### src/rtl/mole_pkg.sv
// Shared constants and the LFSR step function for the whack-a-mole field.
package mole_pkg;

  localparam int unsigned LFSR_W         = 16;
  localparam int unsigned AGE_W          = 4;
  localparam int unsigned SPEEDUP_STEP   = 8;
  localparam int unsigned LIFETIME_FLOOR = 2;

  // Galois taps 16,14,13,11 for a right-shifting register
  localparam logic [LFSR_W-1:0] LFSR_TAPS    = 16'hB400;
  localparam logic [LFSR_W-1:0] DEFAULT_SEED = 16'hACE1;

  function automatic logic [LFSR_W-1:0] lfsr_step(input logic [LFSR_W-1:0] v);
    lfsr_step = (v >> 1) ^ (v[0] ? LFSR_TAPS : '0);
  endfunction

endpackage

### src/rtl/mole_lfsr.sv
// 16-bit Galois LFSR that steps once per advance strobe.
module mole_lfsr
  import mole_pkg::*;
#(
  parameter logic [LFSR_W-1:0] SEED = DEFAULT_SEED
) (
  input  logic              clk,
  input  logic              reset,
  input  logic              advance,
  output logic [LFSR_W-1:0] value
);

  logic [LFSR_W-1:0] value_q;
  logic [LFSR_W-1:0] value_d;

  always_comb begin
    value_d = value_q;
    if (advance) value_d = lfsr_step(value_q);
  end

  always_ff @(posedge clk) begin
    if (reset) value_q <= SEED;
    else       value_q <= value_d;
  end

  assign value = value_q;

endmodule

### src/rtl/mole_field.sv
// Whack-a-mole playfield: spawns, ages, expires and clears moles per hole.
// Optional: define MOLE_FIELD_SPEEDUP_EN to shorten mole lifetime as hits accumulate.
module mole_field
  import mole_pkg::*;
#(
  parameter int unsigned       NUM_HOLES      = 18,
  parameter int unsigned       MAX_ACTIVE     = 3,
  parameter int unsigned       LIFETIME_TICKS = 8,
  parameter logic [LFSR_W-1:0] SEED           = DEFAULT_SEED
) (
  input  logic                           clk,
  input  logic                           reset,
  input  logic                           mole_clk,
  input  logic [NUM_HOLES-1:0]           whack,
  output logic [NUM_HOLES-1:0]           mole_positions,
  output logic                           hit_pulse,
  output logic                           miss_pulse,
  output logic [$clog2(NUM_HOLES+1)-1:0] active_count
);

  localparam int unsigned CNT_W = $clog2(NUM_HOLES + 1);
  localparam int unsigned IDX_W = (NUM_HOLES > 1) ? $clog2(NUM_HOLES) : 1;

  logic                 mole_clk_q;
  logic [NUM_HOLES-1:0] pos_q, pos_d;
  logic [AGE_W-1:0]     age_q [NUM_HOLES];
  logic [AGE_W-1:0]     age_d [NUM_HOLES];
  logic                 hit_q, hit_d;
  logic                 miss_q, miss_d;
  logic [CNT_W-1:0]     cnt_q, cnt_d;

  logic                 tick_c;
  logic [LFSR_W-1:0]    lfsr_value;
  logic [LFSR_W-1:0]    lfsr_next_c;
  logic [IDX_W-1:0]     cand_c;
  logic [AGE_W-1:0]     life_c;

  assign tick_c      = mole_clk & ~mole_clk_q;
  assign lfsr_next_c = lfsr_step(lfsr_value);
  assign cand_c      = IDX_W'(lfsr_next_c % LFSR_W'(NUM_HOLES));

  mole_lfsr #(
    .SEED(SEED)
  ) u_lfsr (
    .clk    (clk),
    .reset  (reset),
    .advance(tick_c),
    .value  (lfsr_value)
  );

`ifdef MOLE_FIELD_SPEEDUP_EN
  localparam int unsigned HIT_W = $clog2(SPEEDUP_STEP);

  logic [HIT_W-1:0] hits_q;
  logic [AGE_W-1:0] life_q;

  // Every SPEEDUP_STEP hit cycles, moles live one tick less (down to the floor)
  always_ff @(posedge clk) begin
    if (reset) begin
      hits_q <= '0;
      life_q <= AGE_W'(LIFETIME_TICKS);
    end else if (hit_d) begin
      hits_q <= hits_q + HIT_W'(1);
      if (hits_q == HIT_W'(SPEEDUP_STEP - 1) && life_q > AGE_W'(LIFETIME_FLOOR)) begin
        life_q <= life_q - AGE_W'(1);
      end
    end
  end

  assign life_c = life_q;
`else
  assign life_c = AGE_W'(LIFETIME_TICKS);
`endif

  // Resolve whacks and expiry first, then try to spawn into the freed field
  always_comb begin
    pos_d  = pos_q;
    age_d  = age_q;
    hit_d  = 1'b0;
    miss_d = 1'b0;
    cnt_d  = '0;

    for (int unsigned i = 0; i < NUM_HOLES; i++) begin
      if (pos_q[i]) begin
        if (whack[i]) begin
          pos_d[i] = 1'b0;
          hit_d    = 1'b1;
        end else if (tick_c) begin
          // >= keeps older moles expiring if the lifetime shrinks under them
          if (age_q[i] >= life_c - AGE_W'(1)) begin
            pos_d[i] = 1'b0;
            miss_d   = 1'b1;
          end else begin
            age_d[i] = age_q[i] + AGE_W'(1);
          end
        end
      end
    end

    for (int unsigned i = 0; i < NUM_HOLES; i++) begin
      cnt_d = cnt_d + CNT_W'(pos_d[i]);
    end

    if (tick_c && !pos_d[cand_c] && !whack[cand_c] && cnt_d < CNT_W'(MAX_ACTIVE)) begin
      pos_d[cand_c] = 1'b1;
      age_d[cand_c] = '0;
      cnt_d         = cnt_d + CNT_W'(1);
    end
  end

  always_ff @(posedge clk) begin
    if (reset) begin
      mole_clk_q <= 1'b1;
      pos_q      <= '0;
      hit_q      <= 1'b0;
      miss_q     <= 1'b0;
      cnt_q      <= '0;
      for (int unsigned i = 0; i < NUM_HOLES; i++) age_q[i] <= '0;
    end else begin
      mole_clk_q <= mole_clk;
      pos_q      <= pos_d;
      hit_q      <= hit_d;
      miss_q     <= miss_d;
      cnt_q      <= cnt_d;
      for (int unsigned i = 0; i < NUM_HOLES; i++) age_q[i] <= age_d[i];
    end
  end

  assign mole_positions = pos_q;
  assign hit_pulse      = hit_q;
  assign miss_pulse     = miss_q;
  assign active_count   = cnt_q;

endmodule

### config.mk
export PLATFORM = sky130hd
export DESIGN_NAME = mole_field
export DESIGN_NICKNAME = d
export VERILOG_FILES = /design/src/rtl/mole_pkg.sv /design/src/rtl/mole_lfsr.sv /design/src/rtl/mole_field.sv
export SDC_FILE = /design/constraint.sdc
export NUM_CORES = 1
export LEC_CHECK = 0
export CELL_PAD_IN_SITES_DETAIL_PLACEMENT = 0
export CELL_PAD_IN_SITES_GLOBAL_PLACEMENT = 1
export CORE_MARGIN = 5
export CORE_UTILIZATION = 50
export CTS_CLUSTER_SIZE = 28
export DETAILED_ROUTE_END_ITERATION = 7
export GPL_TIMING_DRIVEN = 0
export PLACE_DENSITY_LB_ADDON = 0.1
export SLEW_MARGIN = 25
export SYNTH_ARGS = -nofsm -noshare
export SYNTH_HDL_FRONTEND = slang
export SYNTH_SLANG_ARGS = --single-unit
### constraint.sdc
create_clock -name clk -period 11.85 [get_ports clk]
set_input_delay 2.37 -clock clk [delete_from_list [all_inputs] [get_ports clk]]
set_output_delay 2.37 -clock clk [all_outputs]
set_load 0.03 [all_outputs]
==> summary.md <==
| Metric | Value |
|---|---|
| Outcome | finished clean |
| Wirelength per Cell | 20.6 um |
| Post-synthesis instance area | 8150 um^2 |
| Ranking of synthesized cells by area | dfxtp_1, a311oi_1, ha_1 |
| Tmin final | 9400 ps |
| ANT nets after route | 0 |
| CP required | 12,120 ps |
| Root Buffer | clkbuf_16 |
| CP top delay family | adder cells |
| CP Buf/Inv Count | 9 |
| Final slew viol count | 0 |
| Mean post-synth cell area | 8.71 um^2 |
| Starting density of the core | 51.1% |
| Final hold viol count | 0 |
| Nets | 1,061 |
| Highest-delay cell along the critical path | a311oi_4 |
| CP most frequent cell | fa_1 |
| Leading area contributor after synthesis | dfxtp_1 |
| Placed cell area | 8870 um^2 |
| Worst Hold Class | flop to flop |
| Vias per std cell | 6.37 |
| H-tree levels | 4 |
| # IOs | 46 |
| Port Buffers | 45 |
| DR vias | 7,822 |
| P_leak | 3.51 nW |
| Initial antenna violation count | 1 |
| PD cells | 218 nW/um^2 |
| Worst vdd ir | 0.259 mV |
| Share of layout cells above drive strength 1 | 10.6% |
| Clock buffer depth | 2 |
| Core Area | 15,900 um^2 |
| Drt total wl | 25,300 um |
| Post-synth EDFFs | 0 |
| Top-area cell type share of the netlist area | 28.0% |
| Clk pin slew, worst setup/hold paths | 60 ps |
| Num rows | 46 |
| Most frequent cell after synthesis | dfxtp_1 |
| Number of global-route vias before repair | 7,217 |
| Critical Path AT | 9670 ps |
| Clock skew | 14.6 ps |
| Final instance area | 9390 um^2 |
| Syn Inst Count | 936 |
| Slew @ Worst Pin | 1020 ps |
| First-pass GRT wire length | 39,500 um |
| Clock Sinks | 114 |
| Area delta synth->final | 15.2% |
| Peak fanout along the critical path | 10 |
| Cell variety after synth | 103 |
| ANT cells | 0 |
| Post-synth top cells | dfxtp_1, nand2_1, a21oi_1, nor2_1, a311oi_1 |
| All-layer global routing usage | 27.1% |
| Worst setup SP type | primary input |
| Gr ovfl total | 0 |
| Setup_tns | 0 ps |
| DRT iter0 DRCs | 691 |
| Total CTS buffers | 17 |
| Largest stage delay, worst path | 560 ps |
| Crit path kind | primary input to flop |
| # hold bufs at CTS | 0 |
| CTS tree | yes |
| Setup Fix Bufs, Post-CTS | 0 |
| Final setup vio count | 0 |
| Sequential fraction of the synthesis area | 28.0% |
| RSZ-0062 raised after global routing | no |
| Crit path capture type | flop |
| Syn. warnings | 0 |
| Synth Flop Type | dfxtp_1 |
| Max Cap Viol | 0 |
| Syn_nets | 997 |
| Worst skew pair latency | 430 ps |
| CP cell instances | clkdlybuf4s50_1, nand2b_1, clkbuf_1, clkbuf_1, buf_1, nor2_1, nor2_1, fa_1, inv_1, fa_1, fa_1, fa_1, fa_1, inv_1, ha_1, fa_1, a211oi_1, nand3_1, a311oi_4, and2_4, buf_6, buf_8, buf_6, a311oi_2 |
| F_max | 106 MHz |
| Die Y | 138 um |
| Worst slew margin | 31.8% |
| Final period util | 79.3% |
| DRT Pass-1 Iters | 5 |
| CTS resizes | 0 |
| HPWL after DPL | 19,000 um |
| Full die area | 19,000 um^2 |
| Synth Register Bits | 114 |
| Pin count of the biggest net entering global routing | 17 |
| Residual DRC | 0 |
| Ys async rst share | 0% |
| Die Width | 138 um |
| Gpl congestion | 1.01 |
==> stage by stage <==
| step | utilization [%] | hold slack [ps] | cells | total power (W) | worst slack (ps) |
|---|---|---|---|---|---|
| floorplan | - | 479 | 936 | 0.00124 | 3850 |
| global route | 58.9 | 553 | 1228 | 0.00214 | 2250 |
| detailed placement | 55.6 | 514 | 1197 | 0.00155 | 2220 |
| finish | 58.9 | 522 | 1228 | 0.00204 | 2450 |
| CTS | 58.9 | 523 | 1228 | 0.00202 | 2610 |
| global placement | 55.6 | 509 | 1197 | 0.00155 | 2100 |
==> path summary, 6_finish.rpt <==
check                                             startpoint                    to  slack, ps  cells after the start
worst max-delay path                                mole_clk  age_q[63]$_SDFF_PP0_       2450                     24
worst min-delay path                    age_q[15]$_SDFF_PP0_  age_q[15]$_SDFF_PP0_        520                      2
worst max register to register  u_lfsr.value[0]$_SDFFE_PP1P_  age_q[63]$_SDFF_PP0_       4390                     26
worst min register to register          age_q[15]$_SDFF_PP0_  age_q[15]$_SDFF_PP0_        520                      2
==> layer usage <==
layer | global-route usage (%) | wire (um)
met4 | 6.21 | 352
met2 | 39.6 | 10900
met5 | 0 | 7
met1 | 39.1 | 11800
met3 | 8.00 | 2250
==> worst reg2reg max path, stage by stage, from the launching register on <==
cell and delay, ps:
dfxtp_1 360, clkbuf_1 340, nor3b_1 130, o21ai_1 260
nand4_1 230, o31ai_1 570, a21oi_1 160, o211ai_2 400
nand2b_1 320, o311ai_2 220, nor3_2 360, mux2i_2 230
a211oi_4 370, o22ai_1 180, and2_1 230, o21ai_2 240
a21oi_1 120, xnor2_1 240, ha_1 310, mux2i_1 380
o311ai_1 280, a311oi_4 580, and2_4 240, buf_6 110
buf_8 150, buf_6 200, a311oi_2 120
==> kinds of logic (layout without fill, tap and decap cells) <==
logic type,Yosys count,in the layout,synth area share [%]
mux,34,34,4.48
flops,114,114,28.0
fa+ha+maj,40,40,7.25
compound gates,318,318,31.7
xor+xnor,28,28,3.10
simple gates,293,293,19.8
buf+inv,109,185,5.71
==> report_power, final <==
part | internal (W) | leakage (nW) | switching [W]
clock | 0.000273 | 0.265 | 0.000187
sequential | 0.000392 | 0.920 | 0.00000796
combinational | 0.000341 | 2.33 | 0.000842
==> flip-flops by register name, summed over array words and instances (netlist names) <==
name and flops:
mole_positions 18, mole_clk_q 1, u_lfsr.value 16, age_q 72, hit_pulse 1, active_count 5, miss_pulse 1
==> layout by cell type (no fill, tap or decap), types with 19 or more instances in the layout <==
| cell type | netlist | final |
|---|---|---|
| nor2_1 | 59 | 59 |
| o21ai_0 | 20 | 20 |
| nand2_1 | 69 | 69 |
| xor2_1 | 19 | 19 |
| mux2i_1 | 21 | 21 |
| a21oi_1 | 65 | 65 |
| clkdlybuf4s50_1 | 0 | 45 |
| nand3_1 | 26 | 26 |
| dfxtp_1 | 114 | 114 |
| clkbuf_1 | 39 | 40 |
| inv_1 | 47 | 47 |
| a311oi_1 | 49 | 49 |
| a31oi_1 | 26 | 26 |
| ha_1 | 28 | 28 |
==> layout make-up <==
class | count | area [um^2]
Tap cell | 216 | 270
Inverter | 49 | 184
Buffer | 60 | 282
Multi-Input combinational cell | 713 | 5400
Fill cell | 1500 | 6550
Timing Repair Buffer | 45 | 450
Clock inverter | 11 | 65.1
Sequential cell | 114 | 2280
Clock buffer | 20 | 457
(Power assumes the default switching activity.)
